`src/rtl/traffic_pkg.sv`:
```
// Shared types and lamp decoding for the N-phase traffic sequencer.
package traffic_pkg;

  typedef enum logic [1:0] {
    S_ALL_RED = 2'd0,
    S_GREEN   = 2'd1,
    S_YELLOW  = 2'd2
  } state_t;

  localparam logic [1:0] LIGHT_GREEN  = 2'b10;
  localparam logic [1:0] LIGHT_YELLOW = 2'b01;
  localparam logic [1:0] LIGHT_RED    = 2'b00;

  // Only the active phase ever shows a non-red lamp.
  function automatic logic [1:0] lamp_code(input state_t st, input logic [3:0] active,
                                           input logic [3:0] idx);
    logic [1:0] code;
    code = LIGHT_RED;
    if (active == idx) begin
      case (st)
        S_GREEN:  code = LIGHT_GREEN;
        S_YELLOW: code = LIGHT_YELLOW;
        default:  code = LIGHT_RED;
      endcase
    end
    return code;
  endfunction

endpackage

```
`src/rtl/rr_phase_picker.sv`:
```
// Combinational round-robin search: first set request at rr, rr+1, ... wrapping.
module rr_phase_picker #(
  parameter int NUM_PHASES = 5,
  localparam int PW = $clog2(NUM_PHASES)
) (
  input  logic [NUM_PHASES-1:0] req,
  input  logic [PW-1:0]         rr,
  output logic [PW-1:0]         grant,
  output logic                  any_req
);

  always_comb begin
    int   idx;
    logic found;
    grant = '0;
    found = 1'b0;
    idx   = 0;
    for (int k = 0; k < NUM_PHASES; k++) begin
      idx = int'(rr) + k;
      if (idx >= NUM_PHASES) idx = idx - NUM_PHASES;
      if (!found && req[PW'(idx)]) begin
        found = 1'b1;
        grant = PW'(idx);
      end
    end
    any_req = |req;
  end

endmodule

```
`src/rtl/traffic_phase_sequencer.sv`:
```
// N-phase traffic sequencer: all-red / green / yellow cycle with round-robin
// fairness between competing phases and an emergency preempt path.
module traffic_phase_sequencer
  import traffic_pkg::*;
#(
  parameter int NUM_PHASES  = 5,
  parameter int MIN_GREEN   = 5,
  parameter int MAX_GREEN   = 10,
  parameter int YELLOW_CYC  = 2,
  parameter int ALL_RED_CYC = 1,
  localparam int PW = $clog2(NUM_PHASES)
) (
  input  logic                    clk,
  input  logic                    reset,
  input  logic [NUM_PHASES-1:0]   sensor,
  input  logic                    preempt,
  input  logic [PW-1:0]           preempt_phase,
  output logic [2*NUM_PHASES-1:0] lights,
  output logic [PW-1:0]           active_phase,
  output logic                    phase_busy
);

  localparam int TMAX = (YELLOW_CYC > ALL_RED_CYC) ? YELLOW_CYC : ALL_RED_CYC;
  localparam int TW   = (TMAX > 1) ? $clog2(TMAX + 1) : 1;
  localparam int GW   = $clog2(MAX_GREEN + 1);

  localparam logic [TW-1:0] Y_LOAD  = TW'(YELLOW_CYC - 1);
  localparam logic [TW-1:0] AR_LOAD = TW'(ALL_RED_CYC - 1);
  localparam logic [GW-1:0] G_MIN   = GW'(MIN_GREEN);
  localparam logic [GW-1:0] G_MAX   = GW'(MAX_GREEN);

  state_t                  state, state_nxt;
  logic [TW-1:0]           tmr, tmr_nxt;
  logic [GW-1:0]           gtime, gtime_nxt, gtime_inc;
  logic [PW-1:0]           rr, rr_nxt;
  logic [PW-1:0]           active, active_nxt, p_next;
  logic [PW-1:0]           grant;
  logic                    any_req;
  logic                    pre_valid, pre_hold, pre_cut;
  logic                    own_req, other_req;
  logic [NUM_PHASES-1:0]   own_mask;

  rr_phase_picker #(.NUM_PHASES(NUM_PHASES)) u_picker (
    .req     (sensor),
    .rr      (rr),
    .grant   (grant),
    .any_req (any_req)
  );

  // An out-of-range target is treated exactly like no preempt at all.
  assign pre_valid = preempt && (int'(preempt_phase) < NUM_PHASES);
  assign pre_hold  = pre_valid && (preempt_phase == active);
  assign pre_cut   = pre_valid && (preempt_phase != active);

  assign own_mask  = NUM_PHASES'(1) << active;
  assign own_req   = |(sensor & own_mask);
  assign other_req = |(sensor & ~own_mask);

  assign p_next    = (int'(active) == NUM_PHASES - 1) ? '0 : active + PW'(1);
  assign gtime_inc = (gtime >= G_MAX) ? gtime : gtime + GW'(1);

  always_ff @(posedge clk or posedge reset) begin
    if (reset) begin
      state  <= S_ALL_RED;
      tmr    <= AR_LOAD;
      gtime  <= '0;
      rr     <= '0;
      active <= '0;
    end else begin
      state  <= state_nxt;
      tmr    <= tmr_nxt;
      gtime  <= gtime_nxt;
      rr     <= rr_nxt;
      active <= active_nxt;
    end
  end

  always_comb begin
    state_nxt  = state;
    tmr_nxt    = tmr;
    gtime_nxt  = gtime;
    rr_nxt     = rr;
    active_nxt = active;
    case (state)
      S_ALL_RED: begin
        if (tmr != '0) begin
          tmr_nxt = tmr - TW'(1);
        end else if (pre_valid) begin
          state_nxt  = S_GREEN;
          active_nxt = preempt_phase;
          gtime_nxt  = GW'(1);
        end else if (any_req) begin
          state_nxt  = S_GREEN;
          active_nxt = grant;
          gtime_nxt  = GW'(1);
        end
      end
      S_GREEN: begin
        if (pre_cut) begin
          // Emergency cut: fairness pointer is left where it was.
          state_nxt = S_YELLOW;
          tmr_nxt   = Y_LOAD;
        end else if (pre_hold) begin
          gtime_nxt = gtime_inc;
        end else if ((gtime >= G_MIN && !own_req) || (gtime >= G_MAX && other_req)) begin
          state_nxt = S_YELLOW;
          tmr_nxt   = Y_LOAD;
          rr_nxt    = p_next;
        end else begin
          gtime_nxt = gtime_inc;
        end
      end
      S_YELLOW: begin
        if (tmr != '0) begin
          tmr_nxt = tmr - TW'(1);
        end else begin
          state_nxt = S_ALL_RED;
          tmr_nxt   = AR_LOAD;
        end
      end
      default: begin
        state_nxt = S_ALL_RED;
        tmr_nxt   = AR_LOAD;
      end
    endcase
  end

  for (genvar i = 0; i < NUM_PHASES; i++) begin : g_lamp
    assign lights[2*i +: 2] = lamp_code(state, 4'(active), 4'(i));
  end

  assign active_phase = active;
  assign phase_busy   = (state == S_GREEN) || (state == S_YELLOW);

endmodule
```
`config.mk`:
```
export PLATFORM = sky130hd
export DESIGN_NAME = traffic_phase_sequencer
export DESIGN_NICKNAME = d
export VERILOG_FILES = /design/src/rtl/traffic_pkg.sv /design/src/rtl/rr_phase_picker.sv /design/src/rtl/traffic_phase_sequencer.sv
export SDC_FILE = /design/constraint.sdc
export NUM_CORES = 1
export LEC_CHECK = 0
export CORE_AREA = 2 2 62 75
export DETAILED_ROUTE_END_ITERATION = 16
export DIE_AREA = 0 0 64 77
export PLACE_DENSITY = 0.81
export SYNTH_ARGS = -nofsm -noshare
export SYNTH_HDL_FRONTEND = slang
export SYNTH_HIERARCHICAL = 1
export SYNTH_SLANG_ARGS = --single-unit
```
`constraint.sdc`:
```
create_clock -name clk -period 4.1 [get_ports clk]
set_input_delay 0.82 -clock clk [delete_from_list [all_inputs] [get_ports clk]]
set_output_delay 0.82 -clock clk [all_outputs]
set_load 0.02 [all_outputs]
```
==> results by group <==
Setup path
  – Crit path max fanout: 12
  – CP Cell Sequence: inv_1 -> ha_1 -> ha_1 -> a21oi_2 -> mux4_2 -> mux2i_1 -> o21ai_1 -> nand3b_1 -> a21o_1 -> a22oi_2 -> a22oi_1 -> o21ai_0
  – Most common cell on crit path: ha_1
  – WP data required: ~4.3 ns
  – Cell depth of the worst setup path: 12
  – CP delay by family, top: compound AO/OA/AOI/OAI gates
  – Startpoint types: flop
  – CP max stage delay: 0.59 ns
  – CP bufs+invs: 1
  – Worst Path Arrival: roughly 3.6 ns
  – Setup CP Type: flop to flop
  – Critical Path Sink Type: flop
  – Worst r2r path cells: 12
  – Worst path slowest cell: dfrtp_1

Route
  – Drc violations: 0
  – DRT Pass-1 Iters: 5
  – Routed len/inst: 16.95 um
  – Routed wire length: approximately 6100 um
  – Via density per instance: ~6.3
  – DR vias: between 2000 and 2500
  – Remaining antenna violation count: 0
  – 1st-iter DRT viols: around 160

STA
  – Tmin final: around 3.4 ns
  – Clock Skew: ~0.0019 ns
  – Setup violators final: 0
  – Slew Viols, Final: 0
  – Tcrit/Tclk final: between 80% and 90%
  – RSZ-0062 raised after global routing: false
  – Slew headroom: slightly below 60%
  – Measured slew at the worst slew-check pin: 0.6314 ns
  – Max Fclk: ~290 MHz
  – Hold Vio Cnt, Final: 0
  – Final setup TNS: 0 ns

Global routing
  – Total GRT Usage: 25.03%
  – Global-route wire length before repair: ~10000 um
  – Pin count of the biggest net entering global routing: 21
  – Initial antenna violation count: 0
  – Overflow after GRT: 0
  – Vias in the first global route: between 2000 and 2500

Finish
  – Nets@finish: between 300 and 400
  – Most frequent cells in the layout: ha_1 (26), nand2_1 (24), clkdlybuf4s50_1 (24)
  – Fill cell count: 363
  – Area growth from synthesis to layout: 13.33%
  – Layout cells sized above 1: 11.84%
  – Commonest non-fill, non-tap cell in the layout: ha_1
  – Ant diodes: 0

Power and ir drop
  – Worst VDD drop: approximately 420 uV
  – Total Power: 2.562 mW
  – Pwr/cell area: roughly 960 nW/um^2
  – Leak pwr: 1.150 nW

Clocking
  – Total of cells resized after clock tree synthesis: 0
  – CTS tree: done
  – CTS sink count: 14
  – CTS clk-pin slew, worst paths: 0.06 ns
  – Number of buffers created by CTS: 3
  – Clk Latency, worst-skew pair: between 0.2 and 0.3 ns
  – H-tree depth: 1
  – Cts hold-fix bufs: 0
  – Root Driver: clkbuf_8
  – CTS Buffer Depth: 2
  – Setup Fix Bufs, Post-CTS: 0

Die
  – Core area: 4197 sq um
  – Io pins: 25
  – FP Rows: 26
  – Die width: approximately 64 um
  – DIE AREA: 4928 sq um
  – Initial Utilization: between 50% and 60%
  – Die H: between 70 and 80 um

Logic synthesis
  – Syn Inst Count: about 290
  – Share of synthesized registers carrying an async set or reset: 100.0%
  – Post-synth EDFFs: 0
  – Cell taking the most area after synthesis: dfrtp_1
  – Main synth FF type: dfrtp_1
  – Post-synth cell types: 75
  – Synth Warn #: 6
  – Syn_area_per_cell: just over 8 sq um
  – Yosys reg bits: 14
  – Mapped Nets: approximately 320
  – Register area share after synthesis: approximately 15%
  – Netlist Area Pre-Place: between 2000 and 2500 sq um
  – Area share of the largest cell type after synthesis: between 10% and 20%
  – Synth top area cells: dfrtp_1 (15%), ha_1 (14%), mux4_2 (3.8%)

Placed design
  – IO Port Bufs: 24
  – Final RePlAce weighted congestion: about 0.85
  – DP HPWL: 4626 um

Run
  – Max-cap violations: 0

Min path
  – Worst hold-check path type: flop to flop
  – Hold Crit Depth: 1

Status
  – Status: finished, final reports clean
==> area by class of cell <==
class                   instances  area, sq um  area share, %
clock buffers                   4        55.05          2.062
flip-flops and latches         14        350.3          13.12
well taps                      56        70.07          2.624
repair buffers                 26        255.2          9.560
inverters                      23        86.33          3.233
multi-input cells             237         1853          69.40
==> metal layers <==
layer	part of all wire, %	track usage, %
met5	0	0
met4	2.3	9.565
met3	3.0	2.053
met2	53	47.29
met1	42	28.36
==> where the power goes <==
group          switching (mW)  internal [mW]  total [mW]
clock                  0.0549         0.0853       0.140
sequential              0.108          0.201       0.308
combinational            1.19          0.921        2.11
total                    1.36           1.21        2.56
==> kinds of logic after synthesis <==
| logic type | count (synthesis) | synth area share, % |
|---|---|---|
| flops | 14 | 14.87 |
| fa+ha+maj | 27 | 14.66 |
| simple gates | 100 | 24.27 |
| compound gates | 89 | 28.68 |
| xor+xnor | 6 | 2.231 |
| mux | 15 | 8.816 |
| buf+inv | 34 | 6.479 |
==> state kept, by name, indices dropped and copies added (netlist names) <==
name and count:
state 2, tmr 2, rr 3, gtime 4, active_phase 3
==> synthesized netlist by cell type (all sizes together), types with 6 or more instances <==
library cell and number:
mux2 6, nor2 19, and2 7, a21oi 12
o21ai 20, dfrtp 14, nor3 6, inv 23
ha 26, nor2b 7, nand2 24, nand2b 8
nand3 7, clkbuf 6, o22ai 7
==> final timing paths <==
| check | start | endpoint | slack [ns] |
|---|---|---|---|
| worst max-delay path | rr[1] | active_phase[1] | 0.68 |
| min in group asynchronous | reset | state[1] | 0.95 |
| worst min-delay path | tmr[0] | tmr[0] | 0.53 |
| worst max register to register | rr[1] | active_phase[1] | 0.68 |
| worst min register to register | tmr[0] | tmr[0] | 0.53 |
| max in group asynchronous | reset | tmr[0] | 2.75 |
==> per-stage QoR <==
stage / hold WS, ns / instances / worst slack [ns] / cell area [sq um] / util (%)
finish: 0.5316 / 360 / 0.6788 / 2670 / 63.63
CTS: 0.5344 / 360 / 0.6648 / 2670 / 63.63
global route: 0.5617 / 360 / 0.3362 / 2670 / 63.63
global placement: 0.5082 / 356 / 0.6774 / 2615 / 62.31
floorplan: 0.4935 / 285 / 0.5990 / 2356 / -
detailed placement: 0.5196 / 356 / 0.5846 / 2615 / 62.31
No activity file was read; power rests on OpenSTA's default activity.
